File: src/rtl/apb_req_master_pkg.sv
// apb_req_master_pkg: shared types for the APB request master.
// FSM state encoding lives here so every user sees one definition.
package apb_req_master_pkg;

  typedef enum logic [1:0] {
    IDLE   = 2'd0,
    SETUP  = 2'd1,
    ACCESS = 2'd2,
    RESP   = 2'd3
  } state_e;

  // Counter width able to hold 0..n-1, never narrower than 1 bit.
  function automatic int unsigned cnt_width(input int unsigned n);
    return (n > 1) ? $clog2(n) : 1;
  endfunction

endpackage

File: src/rtl/APB_BUS.sv
// APB_BUS: plain APB3 signal bundle with master/slave views.
// Width parameters must match those of the attached master.
interface APB_BUS #(
  parameter int unsigned ADDR_WIDTH = 32,
  parameter int unsigned DATA_WIDTH = 32
);

  logic [ADDR_WIDTH-1:0] paddr;
  logic [DATA_WIDTH-1:0] pwdata;
  logic                  pwrite;
  logic                  psel;
  logic                  penable;
  logic [DATA_WIDTH-1:0] prdata;
  logic                  pready;
  logic                  pslverr;

  modport Master (
    output paddr, pwdata, pwrite, psel, penable,
    input  prdata, pready, pslverr
  );

  modport Slave (
    input  paddr, pwdata, pwrite, psel, penable,
    output prdata, pready, pslverr
  );

endinterface

File: src/rtl/apb_req_master.sv
// apb_req_master: single-outstanding APB initiator, valid/ready in and out.
// Define APB_REQ_MASTER_TIMEOUT_EN to abort ACCESS after TIMEOUT_CYCLES.
module apb_req_master
  import apb_req_master_pkg::*;
#(
  parameter int unsigned ADDR_WIDTH     = 32,
  parameter int unsigned DATA_WIDTH     = 32,
  parameter int unsigned TIMEOUT_CYCLES = 256
) (
  input  logic                  clk_i,
  input  logic                  rst_ni,
  input  logic                  req_valid_i,
  output logic                  req_ready_o,
  input  logic [ADDR_WIDTH-1:0] req_addr_i,
  input  logic                  req_write_i,
  input  logic [DATA_WIDTH-1:0] req_wdata_i,
  output logic                  rsp_valid_o,
  input  logic                  rsp_ready_i,
  output logic [DATA_WIDTH-1:0] rsp_rdata_o,
  output logic                  rsp_err_o,
  APB_BUS.Master                apb
);

  typedef struct packed {
    logic [DATA_WIDTH-1:0] rdata;
    logic                  err;
  } rsp_t;

  if (TIMEOUT_CYCLES < 1) begin : g_bad_timeout
    $error("TIMEOUT_CYCLES must be >= 1");
  end

  state_e                state_q;
  rsp_t                  rsp_q;
  logic                  rsp_valid_q;
  logic                  psel_q;
  logic                  penable_q;
  logic                  pwrite_q;
  logic [ADDR_WIDTH-1:0] paddr_q;
  logic [DATA_WIDTH-1:0] pwdata_q;

`ifdef APB_REQ_MASTER_TIMEOUT_EN
  localparam int unsigned CntW = cnt_width(TIMEOUT_CYCLES);
  localparam logic [CntW-1:0] CntLast = CntW'(TIMEOUT_CYCLES - 1);

  logic [CntW-1:0] cnt_q;
`endif

  // Transfer sequencer: all APB and response outputs are registered here.
  always_ff @(posedge clk_i) begin
    if (!rst_ni) begin
      state_q     <= IDLE;
      rsp_q       <= '0;
      rsp_valid_q <= 1'b0;
      psel_q      <= 1'b0;
      penable_q   <= 1'b0;
      pwrite_q    <= 1'b0;
      paddr_q     <= '0;
      pwdata_q    <= '0;
`ifdef APB_REQ_MASTER_TIMEOUT_EN
      cnt_q       <= '0;
`endif
    end else begin
      unique case (state_q)
        IDLE: begin
          if (req_valid_i) begin
            state_q  <= SETUP;
            psel_q   <= 1'b1;
            pwrite_q <= req_write_i;
            paddr_q  <= req_addr_i;
            pwdata_q <= req_wdata_i;
          end
        end
        SETUP: begin
          state_q   <= ACCESS;
          penable_q <= 1'b1;
`ifdef APB_REQ_MASTER_TIMEOUT_EN
          cnt_q     <= '0;
`endif
        end
        ACCESS: begin
          if (apb.pready) begin
            state_q     <= RESP;
            rsp_valid_q <= 1'b1;
            rsp_q.rdata <= pwrite_q ? '0 : apb.prdata;
            rsp_q.err   <= apb.pslverr;
            psel_q      <= 1'b0;
            penable_q   <= 1'b0;
            pwrite_q    <= 1'b0;
            paddr_q     <= '0;
            pwdata_q    <= '0;
`ifdef APB_REQ_MASTER_TIMEOUT_EN
          end else if (cnt_q == CntLast) begin
            state_q     <= RESP;
            rsp_valid_q <= 1'b1;
            rsp_q.rdata <= '0;
            rsp_q.err   <= 1'b1;
            psel_q      <= 1'b0;
            penable_q   <= 1'b0;
            pwrite_q    <= 1'b0;
            paddr_q     <= '0;
            pwdata_q    <= '0;
          end else begin
            cnt_q <= cnt_q + 1'b1;
`endif
          end
        end
        RESP: begin
          if (rsp_ready_i) begin
            state_q     <= IDLE;
            rsp_valid_q <= 1'b0;
          end
        end
        default: state_q <= IDLE;
      endcase
    end
  end

  assign req_ready_o = (state_q == IDLE);
  assign rsp_valid_o = rsp_valid_q;
  assign rsp_rdata_o = rsp_q.rdata;
  assign rsp_err_o   = rsp_q.err;

  assign apb.psel    = psel_q;
  assign apb.penable = penable_q;
  assign apb.pwrite  = pwrite_q;
  assign apb.paddr   = paddr_q;
  assign apb.pwdata  = pwdata_q;

endmodule
File: src/flat_wrapper.sv
// flat-port wrapper written by rule: the top's interface ports become plain ports
module apb_req_master_flat import apb_req_master_pkg::*;
#(
  parameter int unsigned ADDR_WIDTH     = 32,
  parameter int unsigned DATA_WIDTH     = 32,
  parameter int unsigned TIMEOUT_CYCLES = 256
)
  (clk_i, rst_ni, req_valid_i, req_ready_o, req_addr_i, req_write_i, req_wdata_i, rsp_valid_o, rsp_ready_i, rsp_rdata_o, rsp_err_o, apb_paddr, apb_pwdata, apb_pwrite, apb_psel, apb_penable, apb_prdata, apb_pready, apb_pslverr);
  APB_BUS #(.ADDR_WIDTH(ADDR_WIDTH), .DATA_WIDTH(DATA_WIDTH)) apb_i ();
  input  logic clk_i;
  input  logic rst_ni;
  input  logic req_valid_i;
  output logic req_ready_o;
  input  logic [ADDR_WIDTH-1:0] req_addr_i;
  input  logic req_write_i;
  input  logic [DATA_WIDTH-1:0] req_wdata_i;
  output logic rsp_valid_o;
  input  logic rsp_ready_i;
  output logic [DATA_WIDTH-1:0] rsp_rdata_o;
  output logic rsp_err_o;
  output wire logic [$bits(apb_i.paddr)-1:0] apb_paddr;
  output wire logic [$bits(apb_i.pwdata)-1:0] apb_pwdata;
  output wire logic [$bits(apb_i.pwrite)-1:0] apb_pwrite;
  output wire logic [$bits(apb_i.psel)-1:0] apb_psel;
  output wire logic [$bits(apb_i.penable)-1:0] apb_penable;
  input wire logic [$bits(apb_i.prdata)-1:0] apb_prdata;
  input wire logic [$bits(apb_i.pready)-1:0] apb_pready;
  input wire logic [$bits(apb_i.pslverr)-1:0] apb_pslverr;
  assign apb_paddr = apb_i.paddr;
  assign apb_pwdata = apb_i.pwdata;
  assign apb_pwrite = apb_i.pwrite;
  assign apb_psel = apb_i.psel;
  assign apb_penable = apb_i.penable;
  assign apb_i.prdata = apb_prdata;
  assign apb_i.pready = apb_pready;
  assign apb_i.pslverr = apb_pslverr;
  apb_req_master #(.ADDR_WIDTH(ADDR_WIDTH), .DATA_WIDTH(DATA_WIDTH), .TIMEOUT_CYCLES(TIMEOUT_CYCLES)) u_core (.clk_i(clk_i), .rst_ni(rst_ni), .req_valid_i(req_valid_i), .req_ready_o(req_ready_o), .req_addr_i(req_addr_i), .req_write_i(req_write_i), .req_wdata_i(req_wdata_i), .rsp_valid_o(rsp_valid_o), .rsp_ready_i(rsp_ready_i), .rsp_rdata_o(rsp_rdata_o), .rsp_err_o(rsp_err_o), .apb(apb_i));
endmodule
File: config.mk
export PLATFORM = sky130hd
export DESIGN_NAME = apb_req_master_flat
export DESIGN_NICKNAME = d
export VERILOG_FILES = /design/src/rtl/apb_req_master_pkg.sv /design/src/rtl/APB_BUS.sv /design/src/rtl/apb_req_master.sv /design/src/flat_wrapper.sv
export SDC_FILE = /design/constraint.sdc
export NUM_CORES = 1
export LEC_CHECK = 0
export ABC_AREA = 1
export BUFFER_PORTS_ARGS = -buffer_cell sky130_fd_sc_hd__buf_2
export CAP_MARGIN = 20
export CORE_AREA = 3 3 120 145
export CTS_BUF_LIST = sky130_fd_sc_hd__clkbuf_4 sky130_fd_sc_hd__clkbuf_8
export DETAILED_ROUTE_END_ITERATION = 12
export DIE_AREA = 0 0 123 148
export GPL_ROUTABILITY_DRIVEN = 0
export PLACE_DENSITY_LB_ADDON = 0.3
export SYNTH_ARGS = -nofsm -noshare
export SYNTH_HDL_FRONTEND = slang
export SYNTH_SLANG_ARGS = --single-unit
File: constraint.sdc
create_clock -name clk_i -period 1.85 [get_ports clk_i]
set_input_delay 0.185 -clock clk_i [delete_from_list [all_inputs] [get_ports clk_i]]
set_output_delay 0.185 -clock clk_i [all_outputs]
set_load 0.01 [all_outputs]
==> results.sh, run 1 <==
export IMPL_outcome="finished clean"
export IMPL_h_tree_depth=3
export IMPL_grt_use_total_pct=13.6
export IMPL_fp_row_count=51
export IMPL_postCtsSetupRepairBufs=0
export IMPL_endpoint="u_core.apb.pwdata[26]"
export IMPL_yosys_warnings=0
export IMPL_ant_nets=0
export IMPL_crit_buf_inv=2
export IMPL_skew_ns=0.00663
export IMPL_finalPower_uw=9090
export IMPL_ys_seq_area_share_pct=46.1
export IMPL_hold_class="in2reg"
export IMPL_ys_types=16
export IMPL_critPathRequiredTime_ns=2.13
export IMPL_cpMaxStageDelayCell="dfxtp_1"
export IMPL_drtIter0Drc=170
export IMPL_post_route_period_util_pct=86.3
export IMPL_drt_pass1_iter_count=4
export IMPL_drc_errors=0
export IMPL_nets=923
export IMPL_period_needed_ns=1.60
export IMPL_die_area_um2=18200
export IMPL_clock_path_buffers=2
export IMPL_cp_cell_sequence="inv_1 -> ha_1 -> nand2_4 -> buf_4 -> nand3_1 -> nand2_1 -> nor2_1"
export IMPL_cts_sinks=103
export IMPL_power_density_nw_per_um2=1550
export IMPL_setup_ws_ns=0.254
export IMPL_ctsResizeCount=0
export IMPL_cap_violations=0
export IMPL_grt_pass1_vias=4007
export IMPL_hpwl_um=8850
export IMPL_clockRootBuffer="clkbuf_8"
export IMPL_worst_path_stages=7
export IMPL_fill_cells=1791
export IMPL_placed_cells=1016
export IMPL_met1_usage_pct=17.9
export IMPL_final_hold_viol_count=0
export IMPL_fin_setup_tns_ns=0
export IMPL_final_util_pct=36.3
export IMPL_routedWlPerCell_um=12.5
export IMPL_cts_buffers=9
export IMPL_reg2reg_setup_slack_ns=0.25
export IMPL_synth_seq_cells=103
export IMPL_finalWirelength_um=12900
export IMPL_pre_cts_slack_ns=0.270
export IMPL_worstRegToRegCells=7
export IMPL_cpLargestDelayFamily="buffers and inverters"
export IMPL_start_util_pct=27.7
export IMPL_finalSetupViolations=0
export IMPL_startpoint_type="flop"
export IMPL_final_cell_mix="204 x buf_2, 173 x nand2_1, 103 x dfxtp_1, 96 x nand3_1, 94 x a21oi_1"
export IMPL_die_w_um=123
export IMPL_final_cells=1032
export IMPL_worstPathArrival_ns=1.88
export IMPL_drv_slew=0
export IMPL_worst_pin_slew_ns=0.483
export IMPL_gr_usage_met3_pct=4.86
export IMPL_syn_nets=746
export IMPL_critPathCaptureType="flop"
export IMPL_gr_usage_met2_pct=20.5
export IMPL_power_leakage_uw=0.00303
export IMPL_relSlewSlack_pct=67.8
export IMPL_critPathKind="reg2reg"
export IMPL_holdBufCountCts=0
export IMPL_clk_pin_slew_ns=0.11
export IMPL_io_pins=205
export IMPL_insertion_delay_ns=0.38
export IMPL_syn_area_um2=4470
export IMPL_via_per_inst=4.41
export IMPL_synth_avg_cell_area_um2=7.01
export IMPL_core_area_um2=16100
export IMPL_cts_tree="built"
export IMPL_max_clock_freq_mhz=626
export IMPL_antenna_found_initial=1
export IMPL_rsz0062_at_grt="no"
export IMPL_die_h_um=148
export IMPL_antenna_cells=0
export IMPL_grt_max_degree=52
export IMPL_io_buffers=204
export IMPL_area_growth_pct=31.1
export IMPL_vdd_ir_drop_max_mv=0.455
export IMPL_synth_cells=638
export IMPL_rr_endpoint="u_core.apb.pwdata[26]"
export IMPL_mostFrequentLayoutCell="buf_2"
export IMPL_overflow=0
export IMPL_busiest_layer="met2"
export IMPL_num_vias=4547
export IMPL_drive_above_1_share_pct=29.6
export IMPL_slowest_delay_ns=0.38
export IMPL_cp_max_fo=35
export IMPL_reg2reg_from="u_core.state_q[0]"
export IMPL_startpoint="u_core.state_q[0]"
export IMPL_grt_pass1_wl_um=19900
[metrics by stage]
stage / cell area [µm²] / hold slack, ns
after detailed placement: 5680 / 0.454
after floorplan: 4470 / 0.345
after CTS: 5860 / 0.0140
after global placement: 5680 / 0.442
after global routing: 5860 / 0.0287
final: 5860 / 0.0470
[registers in the layout, summed over array words and instances, names as in the netlist]
| name | flops |
|---|---|
| u_core.apb.paddr | 32 |
| u_core.apb.penable | 1 |
| u_core.apb.psel | 1 |
| u_core.apb.pwdata | 32 |
| u_core.apb.pwrite | 1 |
| u_core.rsp_err_o | 1 |
| u_core.rsp_rdata_o | 32 |
| u_core.rsp_valid_o | 1 |
| u_core.state_q | 2 |
[cell families after synthesis]
family | count (synthesis) | share of synthesized area [%]
buffers and inverters | 75 | 8.59
flip-flops | 103 | 46.1
AND/OR/NAND/NOR | 359 | 33.1
AO/OA/AOI/OAI | 96 | 10.8
adder cells (fa/ha/maj) | 5 | 1.40
[cell usage after synthesis]
cell type  number  share of area, %
nand3_1        96                11
nand2_2         5              0.70
a21oi_1        94                11
dfxtp_1       103                46
o21ai_0         2              0.22
buf_6           6               1.5
inv_1          19               1.6
ha_1            5               1.4
nand2_1       173                15
buf_2          22               2.5
buf_1           6              0.50
nor2_1         85               7.1
clkbuf_1       11              0.92
buf_4           8               1.3
inv_2           2              0.17
clkinv_1        1             0.084
[tightest hold or removal path, cell delays in order]
cell and delay (ns):
buf_2 0.09, nand3_1 0.06, a21oi_1 0.05
[power by group]
group          internal, µW  leakage, µW  switching (µW)
Sequential             2940     0.000846             365
Clock                   534    0.0000930             832
Combinational          1740      0.00209            2680
[cell type report]
type / count / area (µm²) / share of cell area (%)
Clock buffer: 10 / 138 / 2.35
Clock inverter: 6 / 43.8 / 0.748
Inverter: 22 / 82.6 / 1.41
Multi-Input combinational cell: 460 / 2030 / 34.7
Sequential cell: 103 / 2060 / 35.2
Tap cell: 212 / 265 / 4.53
Timing Repair Buffer: 219 / 1230 / 21.1
[layer usage]
layer | share of wire [%] | vias up
li1 | - | 2399
met1 | 46 | 1986
met2 | 44 | 141
met3 | 8.6 | 19
met4 | 1.7 | 2
met5 | 0.10 | -
[how the worst min path moves through the flow]
stage / start / end / slack [ns] / depth (start not counted)
after floorplan: apb_prdata[0] / u_core.rsp_rdata_o[0] / 0.35 / 2
after global placement: apb_pslverr / u_core.rsp_err_o / 0.44 / 3
after detailed placement: u_core.rsp_rdata_o[7] / u_core.rsp_rdata_o[7] / 0.45 / 2
after CTS: apb_prdata[11] / u_core.rsp_rdata_o[11] / 0.01 / 3
after global routing: apb_prdata[25] / u_core.rsp_rdata_o[25] / 0.03 / 3
final: apb_prdata[11] / u_core.rsp_rdata_o[11] / 0.05 / 3
Power figures use the tool's default switching activity.
==> inputs of run 2 (changes only) <==
CORE_AREA = 3 3 93 112   (was 3 3 120 145)
DIE_AREA = 0 0 96 115   (was 0 0 123 148)
==> results.sh, run 2 (synthesis gave the netlist of run 1 again) <==
export IMPL_cp_max_fo=36
export IMPL_antenna_cells=0
export IMPL_final_util_pct=60.3
export IMPL_insertion_delay_ns=0.35
export IMPL_mostFrequentLayoutCell="buf_2"
export IMPL_cap_violations=0
export IMPL_worst_pin_slew_ns=0.531
export IMPL_grt_use_total_pct=20.7
export IMPL_via_per_inst=4.89
export IMPL_die_area_um2=11000
export IMPL_critPathCaptureType="flop"
export IMPL_path_common_cell="inv_1"
export IMPL_reg2reg_setup_slack_ns=0.18
export IMPL_clockRootBuffer="clkbuf_8"
export IMPL_worstPathArrival_ns=1.93
export IMPL_max_clock_freq_mhz=597
export IMPL_worst_path_stages=9
export IMPL_overflow=0
export IMPL_ctsResizeCount=0
export IMPL_startpoint="u_core.state_q[0]"
export IMPL_critPathKind="reg2reg"
export IMPL_fill_cells=869
export IMPL_vdd_ir_drop_max_mv=0.583
export IMPL_cts_sinks=103
export IMPL_multi_input_area_um2=2040
export IMPL_crit_buf_inv=3
export IMPL_area_growth_pct=28.3
export IMPL_cts_buffers=9
export IMPL_cts_tree="built"
export IMPL_endpoint="u_core.apb.paddr[20]"
export IMPL_final_cell_mix="204 x buf_2, 173 x nand2_1, 103 x dfxtp_1, 96 x nand3_1, 94 x a21oi_1"
export IMPL_fp_row_count=39
export IMPL_grt_pass1_vias=4037
export IMPL_relSlewSlack_pct=64.6
export IMPL_slowest_delay_ns=0.38
export IMPL_grt_pass1_wl_um=18500
export IMPL_postCtsSetupRepairBufs=0
export IMPL_nets=922
export IMPL_rr_endpoint="u_core.apb.paddr[20]"
export IMPL_drt_pass1_iter_count=4
export IMPL_die_w_um=96
export IMPL_routedWlPerCell_um=12.5
export IMPL_fin_hold_ws_ns=0.0846
export IMPL_io_buffers=204
export IMPL_outcome="finished clean"
export IMPL_clk_pin_slew_ns=0.09
export IMPL_seqCellArea_um2=2060
export IMPL_skew_ns=0.00467
export IMPL_critPathRequiredTime_ns=2.11
export IMPL_hold_class="in2reg"
export IMPL_ant_nets=0
export IMPL_h_tree_depth=3
export IMPL_core_area_um2=9520
export IMPL_fin_setup_tns_ns=0
export IMPL_cpLargestDelayFamily="simple AND/OR/NAND/NOR gates"
export IMPL_drc_errors=0
export IMPL_cp_cell_sequence="inv_1 -> ha_1 -> inv_1 -> nand2_2 -> nand2_4 -> buf_12 -> nand3_1 -> nand2_1 -> nor2_1"
export IMPL_startpoint_type="flop"
export IMPL_reg2reg_from="u_core.state_q[0]"
export IMPL_hpwl_um=8350
export IMPL_power_leakage_uw=0.00302
export IMPL_drive_above_1_share_pct=29.4
export IMPL_cpMaxStageDelayCell="dfxtp_1"
export IMPL_io_pins=205
export IMPL_finalWirelength_um=11700
export IMPL_power_density_nw_per_um2=1590
export IMPL_num_vias=4592
export IMPL_drtIter0Drc=312
export IMPL_start_util_pct=47.0
export IMPL_finalSetupViolations=0
export IMPL_drv_slew=0
export IMPL_final_hold_viol_count=0
export IMPL_die_h_um=115
export IMPL_period_needed_ns=1.67
export IMPL_grt_max_degree=47
export IMPL_post_route_period_util_pct=90.5
export IMPL_antenna_found_initial=0
export IMPL_rsz0062_at_grt="no"
export IMPL_holdBufCountCts=0
export IMPL_worstRegToRegCells=9
export IMPL_min_path_cells=3
export IMPL_clock_path_buffers=2
## run 2: worst reg2reg max path: cells and delay by family (launching register included)
kind / cells / cell delay, ns
buffers and inverters: 3 / 0.41
DFF: 1 / 0.38
and+or+nand+nor: 5 / 0.52
adders and majority gates: 1 / 0.26
## run 2: how the worst min path moves through the flow
| stage | from | end | slack (ns) |
|---|---|---|---|
| floorplan | apb_prdata[0] | u_core.rsp_rdata_o[0] | 0.35 |
| global placement | apb_pslverr | u_core.rsp_err_o | 0.44 |
| detailed placement | u_core.rsp_rdata_o[8] | u_core.rsp_rdata_o[8] | 0.45 |
| CTS | apb_prdata[12] | u_core.rsp_rdata_o[12] | 0.07 |
| global route | apb_prdata[29] | u_core.rsp_rdata_o[29] | 0.06 |
| finish | apb_pslverr | u_core.rsp_err_o | 0.08 |
## run 2: per-stage QoR
stage	total power [µW]	instance area (µm²)	std cells	setup slack, ns
floorplan	6380	4470	638	0.373
finish	9100	5730	940	0.176
global placement	7540	5530	926	0.223
global route	9920	5730	940	0.0128
detailed placement	7710	5530	926	0.148
CTS	9170	5730	940	0.131
## run 2: where the power goes
group          switching (µW)  internal [µW]  total (µW)
combinational            2640           1700        4340
sequential                365           2940        3300
clock                     724            741        1460
## run 2: layer usage
metal / vias to the layer above / part of all wire (%) / global-route usage (%)
met5: - / 0 / 0
met4: 0 / 1.6 / 7.40
met3: 15 / 9.7 / 6.87
met2: 173 / 48 / 33.9
met1: 2006 / 41 / 25.2
li1: 2398 / - / -
## run 2: final cells by class
| cell class | count | area share (%) |
|---|---|---|
| Tap cell | 123 | 2.68 |
| Multi-Input combinational cell | 460 | 35.5 |
| Timing Repair Buffer | 218 | 20.9 |
| Sequential cell | 103 | 36.0 |
| Clock inverter | 5 | 1.31 |
| Clock buffer | 9 | 2.16 |
| Inverter | 22 | 1.44 |
